--- src/rtl/cpu7_icu_fetch.sv ---
// Instruction-fetch responder: serves one IFU request at a time from a single
// doubleword line buffer or through a valid/ready memory read port.
module cpu7_icu_fetch #(
    parameter bit BUF_EN = 1'b1
) (
    input  logic        clock,
    input  logic        resetn,
    input  logic        ifu_icu_req_ic1,
    input  logic [31:0] ifu_icu_addr_ic1,
    output logic        icu_ifu_ack_ic1,
    input  logic        ifu_icu_cancel,
    output logic [63:0] icu_ifu_data_ic2,
    output logic        icu_ifu_data_valid_ic2,
    input  logic        icu_inv,
    output logic        icu_mem_req,
    output logic [31:0] icu_mem_addr,
    input  logic        mem_icu_req_ready,
    input  logic [63:0] mem_icu_rdata,
    input  logic        mem_icu_rvalid
);

    typedef enum logic [2:0] {
        S_IDLE  = 3'd0,
        S_HIT   = 3'd1,
        S_MREQ  = 3'd2,
        S_MWAIT = 3'd3,
        S_RESP  = 3'd4
    } state_t;

    state_t      r_state;
    state_t      w_next;
    logic [28:0] r_tag;
    logic [28:0] r_buf_tag;
    logic [63:0] r_buf_data;
    logic [63:0] r_data;
    logic        r_buf_vld;
    logic        r_drop;
    logic        w_ack;
    logic        w_hit;
    logic        w_fill;
    logic        w_unused;

    // The line offset never matters: the whole doubleword is always returned.
    assign w_unused = &{1'b0, ifu_icu_addr_ic1[2:0]};

    // resetn gates ack so nothing is accepted while the block is held in reset.
    assign w_ack  = ifu_icu_req_ic1 & (r_state == S_IDLE) & ~ifu_icu_cancel & resetn;
    assign w_hit  = BUF_EN & r_buf_vld & ~icu_inv & (r_buf_tag == ifu_icu_addr_ic1[31:3]);
    assign w_fill = (r_state == S_MWAIT) & mem_icu_rvalid;

    assign icu_ifu_ack_ic1  = w_ack;
    assign icu_ifu_data_ic2 = r_data;
    assign icu_mem_addr     = {r_tag, 3'b000};

    always_comb begin
        w_next                 = r_state;
        icu_ifu_data_valid_ic2 = 1'b0;
        icu_mem_req            = 1'b0;
        case (r_state)
            S_IDLE: begin
                if (w_ack) begin
                    w_next = w_hit ? S_HIT : S_MREQ;
                end
            end
            S_HIT: begin
                icu_ifu_data_valid_ic2 = ~ifu_icu_cancel;
                w_next                 = S_IDLE;
            end
            S_MREQ: begin
                icu_mem_req = 1'b1;
                if (mem_icu_req_ready) begin
                    w_next = S_MWAIT;
                end
            end
            S_MWAIT: begin
                if (mem_icu_rvalid) begin
                    w_next = S_RESP;
                end
            end
            S_RESP: begin
                icu_ifu_data_valid_ic2 = ~r_drop & ~ifu_icu_cancel;
                w_next                 = S_IDLE;
            end
            default: begin
                w_next = S_IDLE;
            end
        endcase
    end

    always_ff @(posedge clock or negedge resetn) begin
        if (!resetn) begin
            r_state   <= S_IDLE;
            r_drop    <= 1'b0;
            r_buf_vld <= 1'b0;
        end else begin
            r_state <= w_next;
            // A cancelled miss still runs to completion; only its response is dropped.
            if (w_next == S_IDLE) begin
                r_drop <= 1'b0;
            end else if (((r_state == S_MREQ) || (r_state == S_MWAIT)) && ifu_icu_cancel) begin
                r_drop <= 1'b1;
            end
            if (icu_inv) begin
                r_buf_vld <= 1'b0;
            end else if (w_fill) begin
                r_buf_vld <= BUF_EN;
            end
        end
    end

    always_ff @(posedge clock or negedge resetn) begin
        if (!resetn) begin
            r_tag      <= 29'd0;
            r_buf_tag  <= 29'd0;
            r_buf_data <= 64'd0;
            r_data     <= 64'd0;
        end else begin
            if (w_ack) begin
                r_tag <= ifu_icu_addr_ic1[31:3];
            end
            if (w_fill) begin
                r_buf_tag  <= r_tag;
                r_buf_data <= mem_icu_rdata;
                r_data     <= mem_icu_rdata;
            end else if (w_ack && w_hit) begin
                r_data <= r_buf_data;
            end
        end
    end

endmodule

--- config.mk ---
export PLATFORM = sky130hd
export DESIGN_NAME = cpu7_icu_fetch
export DESIGN_NICKNAME = d
export VERILOG_FILES = /design/src/rtl/cpu7_icu_fetch.sv
export SDC_FILE = /design/constraint.sdc
export NUM_CORES = 1
export LEC_CHECK = 0
export CORE_AREA = 2 2 129 131
export CTS_CLUSTER_SIZE = 8
export DETAILED_ROUTE_END_ITERATION = 8
export DIE_AREA = 0 0 131 133
export MAX_ROUTING_LAYER = met4
export PLACE_DENSITY_LB_ADDON = 0.05
export RECOVER_POWER = 25
export SLEW_MARGIN = 25
export SYNTH_ARGS = -nofsm -noshare
export SYNTH_HDL_FRONTEND = slang
export SYNTH_SLANG_ARGS = --single-unit
--- constraint.sdc ---
create_clock -name clock -period 2.8 [get_ports clock]
set_input_delay 0.42 -clock clock [delete_from_list [all_inputs] [get_ports clock]]
set_output_delay 0.42 -clock clock [all_outputs]
set_load 0.02 [all_outputs]
# --- After elaboration in Yosys (flattened, before gate mapping) ---
# Index checks and enable logic that the tools add are counted.
totals:
  regBits: 191
  latchBits: 0
  ram_bits: 0
  romBits: 0
  inputBits: 103
  word_cells: 43
  n_memories: 0
classes:
  addsub: 0
  mul: 0
  n_div: 0
  magnitude_cmp: 0
  eq_ne: 5
  n_shift: 0
  n_mux: 13
  bitwise: 10
  reduce_logical: 8
ops:
  columns: ["op", "n"]
  rows:
  - ["$mux W64", 2]
  - ["$eq A29 B29 Y1", 1]
  - ["$mux W3", 3]
  - ["$pmux W3 S3", 1]
  - ["$and A1 B1 Y1", 7]
  - ["$eq A3 B2 Y1 const B", 2]
  - ["$logic_not A3 Y1", 2]
  - ["$reduce_bool A2 Y1", 3]
  - ["$mux W1", 5]
  - ["$eq A3 B1 Y1 const B", 1]
  - ["$eq A3 B3 Y1 const B", 1]
  - ["$not A1 Y1", 3]
  - ["$logic_and A1 B1 Y1", 2]
  - ["$mux W2", 1]
  - ["$pmux W1 S2", 1]
  - ["$logic_or A1 B1 Y1", 1]

# --- Longest topological paths before layout ---
# Gate-level depths: netlist of run 1.
logic_depth:
  ltp_word: 8
  mapped_depth: 9
  mapped_depth_nobuf: 6

# --- Worst setup path after synthesis of run 1 ---
# OpenSTA, ideal clock, no wires.
synth_path:
  path_type: "input-to-reg"
  start: "input port ifu_icu_cancel"
  end: "register r_data[14] (netlist: icu_ifu_data_ic2[14])"
  setup_time_ns: 0.125
  t_arrival_ns: 1.942
  setup_slack_ns: 0.734
  cell_stages: 6
  cell_sequence: "or2_1 nor4_1 nand4_1 o21ai_4 buf_6 mux2_2"
synth_between:
  elab_chain_len: 5
synth_lines:
  columns: ["element", "line_no", "source"]
  rows:
  - ["start, declared", "11", "input logic ifu_icu_cancel,"]
  - ["$not A1 Y1", "47", "assign w_ack = ifu_icu_req_ic1 & (r_state == S_IDLE) & ~ifu_icu_cancel & resetn;"]
  - ["$and A1 B1 Y1 (2 in series)", "47", null]
  - ["$logic_and A1 B1 Y1", "125", "end else if (w_ack && w_hit) begin"]
  - ["$reduce_bool A2 Y1 (no line)", null, null]
  - ["end signal, assigned", "124", "r_data <= mem_icu_rdata;"]
  - ["end signal, assigned", "126", "r_data <= r_buf_data;"]
  - ["end, declared", "35", "logic [63:0] r_data;"]
# No other way between the ends.
# A chain may end at the register's enable or synchronous reset.

# --- Worst setup path after layout of run 1 ---
layout_path:
  start: "input port ifu_icu_cancel"
  end: "output port icu_ifu_ack_ic1"
layout_between:
  elab_chain_len: 3
layout_lines:
  columns: ["element", "line_no", "source"]
  rows:
  - ["$not A1 Y1", "47", null]
  - ["$and A1 B1 Y1 (2 in series)", "47", null]
  - ["end, declared", "10", "output logic icu_ifu_ack_ic1,"]
# No other way between the ends.

==> summary.txt, run 1 <==
Outcome
  • Outcome: finished with violations
  • Failing checks: capacitance limit, slew limit

Synthesis
  • Library cell occupying the most area in the post-synthesis netlist: sky130_fd_sc_hd__dfrtp_1
  • Fraction of synthesized area in multiplexers: 9.80%
  • Dominant combinational cell family by area after synthesis: simple AND/OR/NAND/NOR gates
  • Cells after synthesis: 726
  • Cell variety after synth: 26
  • Fraction of the yosys area taken by sequential cells: 63.2%
  • Yosys warning total: 0
  • Basic-gate share of the synthesized area counting and, or, nand and nor cells: 20.2%
  • Mean area per synthesized cell: 10.4 um2
  • Cell types with the largest area share after synthesis: sky130_fd_sc_hd__dfrtp_1, sky130_fd_sc_hd__nand2_1, sky130_fd_sc_hd__mux2_2, sky130_fd_sc_hd__xor2_1, sky130_fd_sc_hd__clkbuf_1
  • Post-synthesis share of cell area spent on xor and xnor gates: 3.36%
  • Synth Cell Area: 7560 um2
  • Share of the synthesized area in the top cell type: 63.2%
  • Arithmetic-cell share of the synthesized area counting full adders, half adders and majority gates: 0%
  • Flip-flop and latch count after synthesis: 191
  • Compound-gate portion of the synthesized area: 0.530%

Critical path
  • Family with the most delay on the worst path: buffers and inverters
  • Arrival time reported for the critical path endpoint: 2.17 ns
  • Biggest cell delay along the critical path: 0.62 ns
  • Cell type of the slowest stage on the worst timing path: sky130_fd_sc_hd__clkdlybuf4s50_1
  • CP Launch Type: input port
  • Worst Path Required: 2.38 ns
  • Crit path buf inv count: 3
  • Top cell by count, worst path: sky130_fd_sc_hd__clkdlybuf4s50_1
  • List of cells traversed by the critical path: clkdlybuf4s50_1 -> or2_1 -> or2_2 -> inv_1 -> clkdlybuf4s50_1
  • Critical path start-end classification: in -> out
  • Critical path fanouts, max: 3
  • Endpoint class of the critical path: primary output

Die
  • Die extent in x: 131 um
  • Count of boundary I/O pins: 202
  • Initial cell density of the core: 46.7%
  • Placement Rows: 47
  • Total Die Area: 17,400 um2
  • Area of the core region: 16,200 um2
  • Die Y: 133 um

Final layout
  • Most common cell after layout, fill and taps aside: sky130_fd_sc_hd__nand2_1
  • Commonest cells after routing, fill and taps aside: sky130_fd_sc_hd__nand2_1, sky130_fd_sc_hd__clkdlybuf4s50_1, sky130_fd_sc_hd__dfrtp_1
  • Fraction of layout instances using a drive strength above 1: 12.0%
  • Final net count: 1,022
  • Final Instance Count excl. Fillers: 1,152
  • Area growth from synthesis to layout: 37.7%
  • Post-layout instance area: 10,400 um2
  • Antenna Diode Count: 0

Global route
  • GR Overflow Total: 0
  • Largest net degree at the start of global routing: 192
  • Via count of the first global-routing pass: 5,600
  • Global-route wire length before repair: 27.6 mm
  • Antenna violations before repair: 0
  • All-Layer GR Usage: 21.2%

STA
  • Setup repair after global routing missed its margin: false
  • Worst-Margin Slew: 1.83 ns
  • Highest clock rate: 385 MHz
  • Period utilisation layout: 92.6%
  • Count of final hold-check violations: 0
  • Worst-case headroom to the max-slew limit: -21.7%
  • Number of pins exceeding their max-slew limit in the final report: 73
  • Setup Total Neg Slack: 0 ns
  • Final number of setup-violating endpoints: 0
  • Final clock skew: 0.00838 ns
  • Min Tclk post-route: 2.59 ns

Route
  • Uppermost routed layer: met4
  • Detailed Route WL: 17.1 mm
  • DR WL met2: 8.43 mm
  • Wire length the detailed router placed on met1: 7.33 mm
  • Detail-routed net length per standard cell: 14.9 um
  • Routed via count divided by cell count: 4.70
  • Via count of the routed design: 5,417
  • Number of remaining DRC errors: 0
  • DRC marker count from the first detailed-route iteration: 309
  • Detailed-routing iteration count for the pre-antenna-repair pass: 4
  • Count of nets left with antenna violations after detail routing: 0
  • Routed wire length on met3: 1.05 mm

Clocking
  • Buffer depth of the longest clock path: 2
  • Register clock-pin slew on the reported worst setup and hold paths: 0.07 ns
  • Hold buffer count at cts: 0
  • Cts repair resizes: 0
  • Clock tree from TritonCTS: yes
  • Level count of the clock H-tree: 4
  • Skew-Pair Late Insertion Delay: 0.42 ns
  • TritonCTS sink count: 191
  • Post-CTS setup-driven buffer insertion count: 0
  • Clock buffer count from CTS: 17
  • CTS Root Buffer Type: sky130_fd_sc_hd__clkbuf_16

Job
  • Max-capacitance violation count: 1

Placement
  • Port bufs: 195
  • Estimated wirelength of the detail-placed design: 11.2 mm
  • Standard cell area after detailed placement: 9780 um2
  • Final weighted congestion in routability-driven placement: 0.844
  • Placed Instances: 1,119

Worst hold path
  • Min-delay worst type: reg -> reg

Power
  • Pwr/cell area: 1100 nW/um2
  • Static leakage power: 5.12 nW
  • Worst vdd ir: 0.497 mV
-- Yosys cell counts --
cell type and number:
sky130_fd_sc_hd__nand2_1 369, sky130_fd_sc_hd__dfrtp_1 191, sky130_fd_sc_hd__mux2_2 63, sky130_fd_sc_hd__xor2_1 29, sky130_fd_sc_hd__clkbuf_1 21, sky130_fd_sc_hd__nor4_1 8, sky130_fd_sc_hd__buf_6 6, sky130_fd_sc_hd__nor2_1 6
sky130_fd_sc_hd__buf_2 4, sky130_fd_sc_hd__inv_1 4, sky130_fd_sc_hd__buf_1 3, sky130_fd_sc_hd__buf_4 3, sky130_fd_sc_hd__nand2b_1 3, sky130_fd_sc_hd__a21oi_1 2, sky130_fd_sc_hd__mux2i_1 2, sky130_fd_sc_hd__nand4_1 2
sky130_fd_sc_hd__and2_1 1, sky130_fd_sc_hd__conb_1 1, sky130_fd_sc_hd__mux2_1 1, sky130_fd_sc_hd__nand4bb_1 1, sky130_fd_sc_hd__nor3_1 1, sky130_fd_sc_hd__o21ai_4 1, sky130_fd_sc_hd__o21bai_1 1, sky130_fd_sc_hd__o22ai_1 1
sky130_fd_sc_hd__or2_1 1, sky130_fd_sc_hd__or2_2 1
-- path summary, 6_finish.rpt --
| path | startpoint | end | slack (ns) | depth (start not counted) |
|---|---|---|---|---|
| setup / recovery | ifu_icu_cancel | icu_ifu_ack_ic1 | 0.21 | 5 |
| setup reg to reg | r_buf_tag[4] | icu_ifu_data_ic2[9] | 0.58 | 6 |
| hold / removal | r_buf_data[38] | r_buf_data[38] | 0.47 | 2 |
| max in group asynchronous | resetn | r_buf_tag[8] | 0.78 | 3 |
| min in group asynchronous | resetn | r_buf_data[9] | 0.69 | 2 |
| hold reg to reg | r_buf_data[38] | r_buf_data[38] | 0.47 | 2 |
-- sequential cells by signal, indices dropped and copies added (netlist names) --
register          count
r_buf_tag            29
r_state               3
icu_ifu_data_ic2     64
r_buf_vld             1
r_buf_data           64
r_drop                1
r_tag                29
-- layout make-up --
type,instances,area [um2]
Clock inverter,13,186
Sequential cell,191,4780
Clock buffer,19,443
Fill cell,1288,5760
Inverter,4,16.3
Tap cell,220,275
Multi-Input combinational cell,496,2580
Timing Repair Buffer,209,2130
-- per-layer routing --
| layer | up-vias | track usage [%] |
|---|---|---|
| met4 | 0 | 7.27 |
| met1 | 2600 | 25.0 |
| met5 | - | - |
| li1 | 2652 | - |
| met3 | 24 | 5.90 |
| met2 | 141 | 35.0 |
-- through the flow --
step                worst slack [ns]  hold WS [ns]  util (%)  total power [mW]
floorplan                      0.734         0.124         -              6.95
global placement              0.0452         0.447      60.5              8.84
detailed placement            0.0329         0.453      60.5              9.02
CTS                            0.196         0.303      64.3              11.6
global route                   0.113         0.487      64.4              12.2
finish                         0.206         0.467      64.4              11.5
-- logic make-up after synthesis --
group,Yosys count
multiplexers,66
buffers and inverters,41
flip-flops,191
AND/OR/NAND/NOR,393
XOR/XNOR,29
AO/OA/AOI/OAI,5
other,1
-- worst min-delay path: stages, from the launching register on --
cell	delay, ns
sky130_fd_sc_hd__dfrtp_1	0.32
sky130_fd_sc_hd__nand2_1	0.04
sky130_fd_sc_hd__nand2_1	0.07
-- report_power, final --
| part | leakage [nW] | switching, mW | internal, mW |
|---|---|---|---|
| Combinational | 2.37 | 2.17 | 2.06 |
| Clock | 0.307 | 1.03 | 1.52 |
| Sequential | 2.44 | 0.635 | 4.05 |
| Total | 5.12 | 3.84 | 7.64 |
No activity file was read; power rests on OpenSTA's default activity.
==> run 2, diff against run 1 <==
--- a/config.mk
+++ b/config.mk
@@ -9,6 +9,7 @@
 export CTS_CLUSTER_SIZE = 8
 export DETAILED_ROUTE_END_ITERATION = 8
 export DIE_AREA = 0 0 131 133
+export GPL_TIMING_DRIVEN = 0
 export MAX_ROUTING_LAYER = met4
 export PLACE_DENSITY_LB_ADDON = 0.05
 export RECOVER_POWER = 25
==> run 2 against run 1 <==
  * The run still ends with capacitance limit, slew limit left
  * Via count grew 2.3%
  * Critical path depth grew 1
  * Count of clock-buffer cells in the layout is the same
  * Global-route usage grew 1.5 points
  * Routed wire length grew 6.2%
  * Sequential power is essentially flat
  * Die area is the same
  * Clock power grew 8.6%
  * Maximum frequency grew 1.2%
  * Total power grew 2.2%
  * Worst setup slack gained 0.030 ns
  * Critical endpoint unchanged
  * Largest power group unchanged
==> summary.txt, run 2 (synthesis gave the netlist of run 1 again) <==
Route
  • DRC marker count from the first detailed-route iteration: 303 (-1.9%)
  • Detailed-routing iteration count for the pre-antenna-repair pass: 4 (unchanged)
  • Detailed Route WL: 18.2 mm (+6.2%)
  • Count of nets left with antenna violations after detail routing: 0 (unchanged)
  • Number of remaining DRC errors: 0 (unchanged)
  • Routed via count divided by cell count: 4.70 (about the same)
  • Detail-routed net length per standard cell: 15.4 um (+3.7%)
  • Via count of the routed design: 5,544 (+2.3%)

Power
  • Worst vdd ir: 0.553 mV (+11%)
  • Pwr/cell area: 1120 nW/um2 (+1.2%)
  • Static leakage power: 5.16 nW (+0.79%)

Critical path
  • Worst reg2reg path depth: 6 (unchanged)
  • Critical path fanouts, max: 13 (+10)
  • Critical path start-end classification: in -> out
  • Biggest cell delay along the critical path: 0.42 ns (-0.20 ns)
  • Cell type of the slowest stage on the worst timing path: sky130_fd_sc_hd__clkdlybuf4s50_1
  • Arrival time reported for the critical path endpoint: 2.14 ns (-0.03 ns)
  • Endpoint class of the critical path: primary output
  • Worst Path Required: 2.38 ns (about the same)
  • Minimum setup slack among reg-to-reg paths: 0.40 ns (-0.18 ns)
  • CP Launch Type: input port
  • List of cells traversed by the critical path: clkdlybuf4s50_1 -> or2_1 -> or2_2 -> clkbuf_1 -> clkinvlp_4 -> dlygate4sd2_1
  • Worst R2R End: icu_ifu_data_ic2[3]
  • Worst flop-to-flop path startpoint: r_buf_tag[2]

Worst hold path
  • Worst-case hold path end point: r_buf_data[49]
  • Min-Delay Path Depth: 2 (unchanged)
  • Min-delay worst type: reg -> reg
  • Worst hold path startpoint: r_buf_data[49]

Placement
  • Final weighted congestion in routability-driven placement: 0.833 (-1.3%)
  • Estimated wirelength of the detail-placed design: 12.8 mm (+14%)
  • Port bufs: 195 (unchanged)
  • Standard cell area after detailed placement: 9850 um2 (+0.77%)
  • Placed Instances: 1,145 (+2.3%)

Final layout
  • Final core utilization: 65.0% (+0.67 points)
  • Filler cells: 1,310 (+1.7%)
  • Area of the multi-input gates: 2570 um2 (-0.29%)
  • Area growth from synthesis to layout: 39.2%
  • Final net count: 1,050 (+2.7%)
  • Antenna Diode Count: 0 (unchanged)
  • Post-layout instance area: 10,500 um2 (+1.0%)
  • Area occupied by registers: 4780 um2 (unchanged)
  • Fraction of layout instances using a drive strength above 1: 11.7% (-0.35 points)
  • Final Instance Count excl. Fillers: 1,180 (+2.4%)
  • Most common cell after layout, fill and taps aside: sky130_fd_sc_hd__nand2_1
  • Commonest cells after routing, fill and taps aside: sky130_fd_sc_hd__nand2_1, sky130_fd_sc_hd__clkdlybuf4s50_1, sky130_fd_sc_hd__dfrtp_1

Clocking
  • Clock tree from TritonCTS: yes
  • Buffer depth of the longest clock path: 2 (unchanged)
  • Register clock-pin slew on the reported worst setup and hold paths: 0.07 ns (about the same)
  • TritonCTS sink count: 191 (unchanged)
  • Skew-Pair Late Insertion Delay: 0.44 ns (+0.02 ns)
  • CTS Root Buffer Type: sky130_fd_sc_hd__clkbuf_16
  • Clock buffer count from CTS: 17 (unchanged)
  • Level count of the clock H-tree: 4 (unchanged)

STA
  • Worst-Margin Slew: 2.09 ns (+0.261 ns)
  • Number of pins exceeding their max-slew limit in the final report: 195 (+170%)
  • Final clock skew: 0.0126 ns (+0.00423 ns)
  • Worst-case headroom to the max-slew limit: -39.1% (-17 points)
  • Setup repair after global routing missed its margin: false
  • Highest clock rate: 390 MHz (+1.2%)
  • Period utilisation layout: 91.6% (-1.1 points)
  • Final number of setup-violating endpoints: 0 (unchanged)
  • Worst hold margin: 0.468 ns (+0.000210 ns)
  • Count of final hold-check violations: 0 (unchanged)
  • Min Tclk post-route: 2.56 ns (-0.0296 ns)

Outcome
  • Failing checks: capacitance limit, slew limit
  • Outcome: finished with violations

Die
  • Placement Rows: 47 (unchanged)
  • Die Y: 133 um (unchanged)
  • Area of the core region: 16,200 um2 (unchanged)
  • Count of boundary I/O pins: 202 (unchanged)
  • Die extent in x: 131 um (unchanged)
  • Total Die Area: 17,400 um2 (unchanged)
  • Initial cell density of the core: 46.7% (unchanged)

Job
  • Max-capacitance violation count: 4 (+3)

Global route
  • All-Layer GR Usage: 22.7% (+1.5 points)
  • Global-route wire length before repair: 29.3 mm (+6.5%)
  • Largest net degree at the start of global routing: 89 (-54%)
  • Antenna violations before repair: 0 (unchanged)
  • Via count of the first global-routing pass: 5,771 (+3.1%)
  • GR Overflow Total: 0 (unchanged)
==> run 2: worst max path at each step <==
stage	start	endpoint	depth (start not counted)
after floorplan	ifu_icu_cancel	icu_ifu_data_ic2[14]	6
after global placement	resetn	icu_ifu_ack_ic1	7
after detailed placement	resetn	icu_ifu_ack_ic1	8
after CTS	ifu_icu_cancel	icu_ifu_ack_ic1	6
after global routing	r_state[0]	icu_ifu_ack_ic1	5
final	ifu_icu_cancel	icu_ifu_ack_ic1	6
==> run 2: stage by stage <==
step / power [mW] / setup TNS, ns / setup WS [ns]
floorplan: 6.95 / 0 / 0.734
global placement: 8.87 / -1836.57 / -7.10
detailed placement: 9.04 / -10.32 / -0.576
CTS: 11.9 / 0 / 0.227
global route: 12.4 / 0 / 0.150
finish: 11.7 / 0 / 0.235
==> run 2: cell type report <==
class | instances | area share, %
Tap cell | 220 | 2.62
Inverter | 4 | 0.178
Sequential cell | 191 | 45.4
Multi-Input combinational cell | 496 | 24.4
Clock inverter | 13 | 2.22
Timing Repair Buffer | 201 | 19.0
Clock buffer | 19 | 4.21
Buffer | 36 | 1.87
==> run 2: critical path: cells and delay by family <==
kind,cells,cell delay (ns)
AND/OR/NAND/NOR,2,0.57
buffers and inverters,4,1.16
==> run 2: repair_timing <==
item	in CTS	in global routing
hold buffers	3	0
setup buffers	0	0
endpoints found under the hold margin	45	0
setup endpoints to repair	1	0
gates resized for setup	3	0
==> run 2: layer usage <==
layer	global-route usage (%)	wire, um	vias to the layer above	part of all wire [%]
met3	4.89	830	25	4.6
li1	-	-	2706	-
met4	7.51	345	0	1.9
met2	35.3	8910	137	49
met1	29.8	8130	2676	45
met5	-	0	-	0
==> run 2: where the power goes <==
part	internal (mW)	switching, mW	total [mW]
sequential	4.05	0.667	4.72
combinational	2.05	2.20	4.25
clock	1.71	1.06	2.77
total	7.81	3.93	11.7
